**src/rtl/unified_mem_arbiter_if.sv**
```systemverilog
// Hart-side fetch/data ports, memory-macro port and perf counters of the unified memory arbiter.
// The master modport is the hart plus the memory model. The slave modport is the arbiter.
interface unified_mem_arbiter_if #(
    parameter int CNT_W = 32
);
    // Instruction-fetch port
    logic             i_if_req;
    logic [31:0]      i_if_addr;
    logic             o_if_gnt;
    logic             o_if_rvalid;
    logic [31:0]      o_if_rdata;

    // Data port
    logic             i_d_req;
    logic             i_d_wen;
    logic [31:0]      i_d_addr;
    logic [31:0]      i_d_wdata;
    logic [3:0]       i_d_mask;
    logic             o_d_gnt;
    logic             o_d_rvalid;
    logic [31:0]      o_d_rdata;

    // Memory macro
    logic             o_mem_en;
    logic             o_mem_wen;
    logic [31:0]      o_mem_addr;
    logic [31:0]      o_mem_wdata;
    logic [3:0]       o_mem_mask;
    logic [31:0]      i_mem_rdata;

    // Perf counters
    logic [CNT_W-1:0] o_if_stall_cnt;
    logic [CNT_W-1:0] o_d_stall_cnt;

    modport slave (
        input  i_if_req, i_if_addr,
        output o_if_gnt, o_if_rvalid, o_if_rdata,
        input  i_d_req, i_d_wen, i_d_addr, i_d_wdata, i_d_mask,
        output o_d_gnt, o_d_rvalid, o_d_rdata,
        output o_mem_en, o_mem_wen, o_mem_addr, o_mem_wdata, o_mem_mask,
        input  i_mem_rdata,
        output o_if_stall_cnt, o_d_stall_cnt
    );

    modport master (
        output i_if_req, i_if_addr,
        input  o_if_gnt, o_if_rvalid, o_if_rdata,
        output i_d_req, i_d_wen, i_d_addr, i_d_wdata, i_d_mask,
        input  o_d_gnt, o_d_rvalid, o_d_rdata,
        input  o_mem_en, o_mem_wen, o_mem_addr, o_mem_wdata, o_mem_mask,
        output i_mem_rdata,
        input  o_if_stall_cnt, o_d_stall_cnt
    );
endinterface

```
**src/rtl/unified_mem_arbiter.sv**
```systemverilog
// Unified memory arbiter. One single-ported synchronous memory is shared by the fetch port and the data port.
// Data requests win by default. After STARVE_LIMIT consecutive denials, fetch is forced through.
// Read data returns one cycle after the grant and is routed to the port that owns the read.
module unified_mem_arbiter #(
    parameter int STARVE_LIMIT = 4,
    parameter int CNT_W        = 32
) (
    input  logic                 i_clk,
    input  logic                 i_rst_n,
    unified_mem_arbiter_if.slave bus
);

    localparam logic [3:0] STARVE_MAX = 4'(STARVE_LIMIT);

    typedef enum logic [1:0] {
        OWN_NONE = 2'd0,
        OWN_IF   = 2'd1,
        OWN_D    = 2'd2
    } owner_e;

    owner_e           rd_owner_q, rd_owner_d;
    logic [3:0]       starve_q, starve_d;
    logic [CNT_W-1:0] if_stall_q, if_stall_d;
    logic [CNT_W-1:0] d_stall_q, d_stall_d;
    logic             if_gnt, d_gnt;

    // Grant decision. Data wins unless fetch has hit its starvation limit. Both grants are held off during reset.
    always_comb begin
        if_gnt = 1'b0;
        d_gnt  = 1'b0;
        if (i_rst_n) begin
            if (bus.i_if_req && (!bus.i_d_req || starve_q == STARVE_MAX)) begin
                if_gnt = 1'b1;
            end else if (bus.i_d_req) begin
                d_gnt = 1'b1;
            end
        end
    end

    assign bus.o_if_gnt = if_gnt;
    assign bus.o_d_gnt  = d_gnt;

    // Memory port mux. A fetch is always a full-word read. An idle cycle drives all zeros.
    always_comb begin
        bus.o_mem_en    = 1'b0;
        bus.o_mem_wen   = 1'b0;
        bus.o_mem_addr  = 32'h0;
        bus.o_mem_wdata = 32'h0;
        bus.o_mem_mask  = 4'h0;
        if (if_gnt) begin
            bus.o_mem_en   = 1'b1;
            bus.o_mem_addr = bus.i_if_addr;
            bus.o_mem_mask = 4'hF;
        end else if (d_gnt) begin
            bus.o_mem_en    = 1'b1;
            bus.o_mem_wen   = bus.i_d_wen;
            bus.o_mem_addr  = bus.i_d_addr;
            bus.o_mem_wdata = bus.i_d_wdata;
            bus.o_mem_mask  = bus.i_d_mask;
        end
    end

    // Next state for the starvation count and the saturating stall counters.
    always_comb begin
        starve_d   = starve_q;
        if_stall_d = if_stall_q;
        d_stall_d  = d_stall_q;
        if (!bus.i_if_req || if_gnt) begin
            starve_d = 4'd0;
        end else if (starve_q < STARVE_MAX) begin
            starve_d = starve_q + 4'd1;
        end
        if (bus.i_if_req && !if_gnt && if_stall_q != {CNT_W{1'b1}}) begin
            if_stall_d = if_stall_q + CNT_W'(1);
        end
        if (bus.i_d_req && !d_gnt && d_stall_q != {CNT_W{1'b1}}) begin
            d_stall_d = d_stall_q + CNT_W'(1);
        end
    end

    // Counter registers.
    always_ff @(posedge i_clk or negedge i_rst_n) begin
        if (!i_rst_n) begin
            starve_q   <= 4'd0;
            if_stall_q <= '0;
            d_stall_q  <= '0;
        end else begin
            starve_q   <= starve_d;
            if_stall_q <= if_stall_d;
            d_stall_q  <= d_stall_d;
        end
    end

    assign bus.o_if_stall_cnt = if_stall_q;
    assign bus.o_d_stall_cnt  = d_stall_q;

    // Read-owner state register. Reset drops any read that is in flight.
    always_ff @(posedge i_clk or negedge i_rst_n) begin
        if (!i_rst_n) begin
            rd_owner_q <= OWN_NONE;
        end else begin
            rd_owner_q <= rd_owner_d;
        end
    end

    // Read-owner next state. Only reads that were granted this cycle produce a response next cycle.
    always_comb begin
        rd_owner_d = OWN_NONE;
        if (if_gnt) begin
            rd_owner_d = OWN_IF;
        end else if (d_gnt && !bus.i_d_wen) begin
            rd_owner_d = OWN_D;
        end
    end

    // Read response routing. The port that does not own the read sees zero data.
    always_comb begin
        bus.o_if_rvalid = (rd_owner_q == OWN_IF);
        bus.o_d_rvalid  = (rd_owner_q == OWN_D);
        bus.o_if_rdata  = (rd_owner_q == OWN_IF) ? bus.i_mem_rdata : 32'h0;
        bus.o_d_rdata   = (rd_owner_q == OWN_D)  ? bus.i_mem_rdata : 32'h0;
    end

endmodule

```
**src/flat_wrapper.sv**
```systemverilog
// flat-port wrapper written by rule: the top's interface ports become plain ports
module unified_mem_arbiter_flat 
#(
    parameter int STARVE_LIMIT = 4,
    parameter int CNT_W        = 32
)
  (i_clk, i_rst_n, bus_i_if_req, bus_i_if_addr, bus_o_if_gnt, bus_o_if_rvalid, bus_o_if_rdata, bus_i_d_req, bus_i_d_wen, bus_i_d_addr, bus_i_d_wdata, bus_i_d_mask, bus_o_d_gnt, bus_o_d_rvalid, bus_o_d_rdata, bus_o_mem_en, bus_o_mem_wen, bus_o_mem_addr, bus_o_mem_wdata, bus_o_mem_mask, bus_i_mem_rdata, bus_o_if_stall_cnt, bus_o_d_stall_cnt);
  unified_mem_arbiter_if #(.CNT_W(CNT_W)) bus_i ();
  input  logic i_clk;
  input  logic i_rst_n;
  input wire logic [$bits(bus_i.i_if_req)-1:0] bus_i_if_req;
  input wire logic [$bits(bus_i.i_if_addr)-1:0] bus_i_if_addr;
  output wire logic [$bits(bus_i.o_if_gnt)-1:0] bus_o_if_gnt;
  output wire logic [$bits(bus_i.o_if_rvalid)-1:0] bus_o_if_rvalid;
  output wire logic [$bits(bus_i.o_if_rdata)-1:0] bus_o_if_rdata;
  input wire logic [$bits(bus_i.i_d_req)-1:0] bus_i_d_req;
  input wire logic [$bits(bus_i.i_d_wen)-1:0] bus_i_d_wen;
  input wire logic [$bits(bus_i.i_d_addr)-1:0] bus_i_d_addr;
  input wire logic [$bits(bus_i.i_d_wdata)-1:0] bus_i_d_wdata;
  input wire logic [$bits(bus_i.i_d_mask)-1:0] bus_i_d_mask;
  output wire logic [$bits(bus_i.o_d_gnt)-1:0] bus_o_d_gnt;
  output wire logic [$bits(bus_i.o_d_rvalid)-1:0] bus_o_d_rvalid;
  output wire logic [$bits(bus_i.o_d_rdata)-1:0] bus_o_d_rdata;
  output wire logic [$bits(bus_i.o_mem_en)-1:0] bus_o_mem_en;
  output wire logic [$bits(bus_i.o_mem_wen)-1:0] bus_o_mem_wen;
  output wire logic [$bits(bus_i.o_mem_addr)-1:0] bus_o_mem_addr;
  output wire logic [$bits(bus_i.o_mem_wdata)-1:0] bus_o_mem_wdata;
  output wire logic [$bits(bus_i.o_mem_mask)-1:0] bus_o_mem_mask;
  input wire logic [$bits(bus_i.i_mem_rdata)-1:0] bus_i_mem_rdata;
  output wire logic [$bits(bus_i.o_if_stall_cnt)-1:0] bus_o_if_stall_cnt;
  output wire logic [$bits(bus_i.o_d_stall_cnt)-1:0] bus_o_d_stall_cnt;
  assign bus_i.i_if_req = bus_i_if_req;
  assign bus_i.i_if_addr = bus_i_if_addr;
  assign bus_o_if_gnt = bus_i.o_if_gnt;
  assign bus_o_if_rvalid = bus_i.o_if_rvalid;
  assign bus_o_if_rdata = bus_i.o_if_rdata;
  assign bus_i.i_d_req = bus_i_d_req;
  assign bus_i.i_d_wen = bus_i_d_wen;
  assign bus_i.i_d_addr = bus_i_d_addr;
  assign bus_i.i_d_wdata = bus_i_d_wdata;
  assign bus_i.i_d_mask = bus_i_d_mask;
  assign bus_o_d_gnt = bus_i.o_d_gnt;
  assign bus_o_d_rvalid = bus_i.o_d_rvalid;
  assign bus_o_d_rdata = bus_i.o_d_rdata;
  assign bus_o_mem_en = bus_i.o_mem_en;
  assign bus_o_mem_wen = bus_i.o_mem_wen;
  assign bus_o_mem_addr = bus_i.o_mem_addr;
  assign bus_o_mem_wdata = bus_i.o_mem_wdata;
  assign bus_o_mem_mask = bus_i.o_mem_mask;
  assign bus_i.i_mem_rdata = bus_i_mem_rdata;
  assign bus_o_if_stall_cnt = bus_i.o_if_stall_cnt;
  assign bus_o_d_stall_cnt = bus_i.o_d_stall_cnt;
  unified_mem_arbiter #(.STARVE_LIMIT(STARVE_LIMIT), .CNT_W(CNT_W)) u_core (.i_clk(i_clk), .i_rst_n(i_rst_n), .bus(bus_i));
endmodule
```
**config.mk**
```make
export PLATFORM = sky130hd
export DESIGN_NAME = unified_mem_arbiter_flat
export DESIGN_NICKNAME = d
export VERILOG_FILES = /design/src/rtl/unified_mem_arbiter_if.sv /design/src/rtl/unified_mem_arbiter.sv /design/src/flat_wrapper.sv
export SDC_FILE = /design/constraint.sdc
export NUM_CORES = 1
export LEC_CHECK = 0
export ABC_AREA = 0
export CORE_AREA = 5 5 128 130
export DETAILED_ROUTE_END_ITERATION = 8
export DIE_AREA = 0 0 133 135
export DONT_BUFFER_PORTS = 1
export PLACE_DENSITY = 0.46
export SLEW_MARGIN = 20
export SYNTH_ARGS = -nofsm -noshare
export SYNTH_HDL_FRONTEND = slang
export SYNTH_SLANG_ARGS = --single-unit
```
**constraint.sdc**
```tcl
create_clock -name i_clk -period 2.75 [get_ports i_clk]
set_clock_uncertainty 0.15 [all_clocks]
set_input_delay 0.1375 -clock i_clk [delete_from_list [all_inputs] [get_ports i_clk]]
set_output_delay 0.1375 -clock i_clk [all_outputs]
set_load 0.1 [all_outputs]
```
==> results by group <==
Run status
  • Result of the run: completed

Floorplan
  • Chip width: 133 µm
  • Placeable Area: 15000 µm²
  • Die height: about 140 µm
  • Row count: 45
  • Top Ports: between 300 and 400
  • Die area: roughly 18000 µm²
  • Starting Density: 29.1%

Clocking
  • Num CTS Buffers: 9
  • Clock buffer depth: 2
  • H-tree Lvls: 3
  • Postcts setup bufs: 0
  • CTS tree: built
  • Skew-Pair Late Insertion Delay: 320 ps
  • Total clock sinks: 70
  • Clock transition at path regs: 50 ps
  • Clock root buffer: clkbuf_16

Logic synthesis
  • Asr flop ratio synth: 100%
  • Synth Register Bits: 70
  • Top-area cell type share of the netlist area: 40.1%
  • Synth Flop Type: dfrtp_1
  • Mean post-synth cell area: 9.27 µm²
  • Post-synth EDFFs: 0
  • Mapped cell area: ~4400 µm²
  • Area leader, netlist: dfrtp_1
  • Count leader, synth: and2_1
  • Post-synthesis instance total: between 400 and 500
  • Netlist cell types: 41
  • Top cells by count, synth: and2_1 (98), dfrtp_1 (70), a22o_1 (32)
  • Warnings, synthesis: 0
  • Area contributors post-synth: dfrtp_1 (40%), and2_1 (14%), a22o_1 (6.4%)
  • Post-synthesis sequential area ratio: 40.1%
  • Syn_nets: 612

Timing
  • Crit share post-route: 94.1%
  • FMAX: 386 MHz
  • Worst-Margin Slew: 580 ps
  • Minimum clock period: 2590 ps
  • Final hold vios: 0
  • Setup TNS: 0 ps
  • Slew margin rel.: 61.3%
  • Number of setup violations in the final report: 0
  • Slew Viols, Final: 0
  • RSZ-0062 raised after global routing: no
  • Final setup margin: 162 ps

Detailed routing
  • DRC violations left: 0
  • Final wirelength: between 20 and 25 mm
  • Per-cell routed wire length: 24.2 µm
  • First-iteration detailed-routing DRC count: 231
  • Vias: 4406
  • Post-DRT Antenna Nets: 0
  • Vias per cell: 5.10
  • Pre-antenna DRT Iters: 4

Pwr
  • Leak: 3.30 nW
  • Pwr Total: 4.34 mW
  • Peak supply drop: 0.000730 V
  • PwrDens: between 600 and 700 nW/µm²

Setup path
  • Max Fanout on Critical Path: 38
  • Cells along the critical path: dlygate4sd3_1 -> clkbuf_16 -> nand2_1 -> a21oi_4 -> buf_4 -> a22o_1 -> buf_4
  • Crit path launch type: primary input
  • Most frequent CP cell: buf_4
  • Slowest stage delay, CP: about 650 ps
  • WP data arrival: approximately 2300 ps
  • Worst Setup Path Type: primary input to output pin
  • CP max-delay cell: dlygate4sd3_1
  • Critical Path RT: 2460 ps
  • CP Capture Type: output pin

Global route
  • Largest net degree at the start of global routing: 72
  • Grt total ovfl: 0
  • Global-route wire length before repair: 29.0 mm
  • Via count of the first global-routing pass: 4292
  • Initial antenna violation count: 6
  • All-Layer GR Usage: approximately 22%

Placement
  • RePlAce Congestion: 0.930
  • Dpl cell area: 6300 µm²
  • HPWL Detailed: 17.4 mm
  • Port-buffer cells: 0
  • Placement Setup Slack: roughly 280 ps

Finish
  • Layout net count: 810
  • Fillers: 1485
  • Design area: 6650 µm²
  • Area delta synth->final: 52.3%
  • Share of layout cells above drive strength 1: about 38%

Job
  • Max_cap viols: 0

Min path
  • Min-delay worst type: primary input to register
cells in the final DEF (no fill, tap or decap), drive strengths merged, types with 2 or more instances in the layout:
| cell | count |
|---|---|
| nand4 | 18 |
| and3 | 9 |
| and4 | 12 |
| mux2 | 2 |
| or4 | 3 |
| inv | 12 |
| nor2b | 4 |
| dfrtp | 70 |
| o21ai | 2 |
| clkbuf | 16 |
| nor4 | 5 |
| nand4b | 2 |
| nand3 | 25 |
| nand2b | 2 |
| xnor2 | 30 |
| nor2 | 21 |
| dlygate4sd3 | 4 |
| and2 | 98 |
| xor2 | 29 |
| ha | 4 |
| a21oi | 4 |
| diode | 2 |
| a31o | 4 |
| nor3 | 18 |
| a22o | 32 |
| buf | 205 |
| or2 | 2 |
| nand2 | 31 |
area by class of cell:
class | count | area [µm²] | share of cell area [%]
diodes | 2 | 5.00 | 0.0752
clock buffers | 15 | 268 | 4.03
clock inverters | 1 | 5.00 | 0.0752
inverters | 12 | 45.0 | 0.677
multi-input cells | 366 | 2510 | 37.7
flip-flops and latches | 70 | 1780 | 26.7
well taps | 188 | 235 | 3.54
repair buffers | 210 | 1810 | 27.2
kinds of logic (layout without fill, tap and decap cells):
group / after synthesis / after routing / share of synthesized area (%)
buf+inv: 35 / 238 / 3.07
other cells: 0 / 2 / 0
xor+xnor: 59 / 59 / 11.8
flops: 70 / 70 / 40.1
fa+ha+maj: 4 / 4 / 1.15
simple gates: 252 / 252 / 34.1
mux: 3 / 3 / 0.745
compound gates: 48 / 48 / 9.05
through the flow:
stage          instances  utilization, %  hold WS, ps
4_1_cts              861            44.2         38.7
6_report             864            44.2         41.3
3_5_place_dp         840            41.9         -306
2_1_floorplan        471               -         -308
5_1_grt              864            44.2         77.7
3_3_place_gp         840            41.9         -306
registers in the layout, summed over array words and instances (netlist names):
| register | count |
|---|---|
| u_core.bus.o_d_stall_cnt | 32 |
| u_core.bus.o_if_stall_cnt | 32 |
| u_core.rd_owner_q | 2 |
| u_core.starve_q | 4 |
layer usage:
metal | wire length, µm | GRT usage (%) | part of all wire, %
met2 | 9140 | 31.9 | 44
met3 | 3330 | 16.1 | 16
met1 | 8290 | 25.6 | 40
met4 | 160 | 4.04 | 0.76
met5 | 33 | 0 | 0.16
path summary, 6_finish.rpt:
path | from | to | slack, ps | cells past startpoint
min in group asynchronous | i_rst_n | u_core.bus.o_d_stall_cnt[22]$_DFFE_PN0P_ | 250 | 2
worst max register to register | u_core.starve_q[0]$_DFFE_PN0P_ | u_core.bus.o_d_stall_cnt[31]$_DFFE_PN0P_ | 290 | 7
worst min register to register | u_core.bus.o_d_stall_cnt[5]$_DFFE_PN0P_ | u_core.bus.o_d_stall_cnt[5]$_DFFE_PN0P_ | 360 | 1
worst min-delay path | bus_i_if_req | u_core.starve_q[3]$_DFFE_PN0P_ | 40 | 3
worst max-delay path | i_rst_n | bus_o_mem_addr[21] | 160 | 7
max in group asynchronous | i_rst_n | u_core.bus.o_d_stall_cnt[7]$_DFFE_PN0P_ | 1890 | 2
repair_timing:
action,in CTS,in global routing
gates resized for setup,0,1
endpoints found under the setup margin,0,8
hold buffers,5,0
hold endpoints to repair,72,0
worst max-delay path, delay by kind of cell:
kind | cells | cell delay [ps]
buffers and inverters | 4 | 1610
AOI/OAI and AO/OA | 2 | 380
and+or+nand+nor | 1 | 120
report_power, final:
part | switching (mW) | total (mW) | leakage (nW) | internal (mW)
Combinational | 1.63 | 2.04 | 2.26 | 0.409
Clock | 0.404 | 1.06 | 0.134 | 0.659
Sequential | 0.0987 | 1.24 | 0.904 | 1.14
No activity file was read; power rests on OpenSTA's default activity.
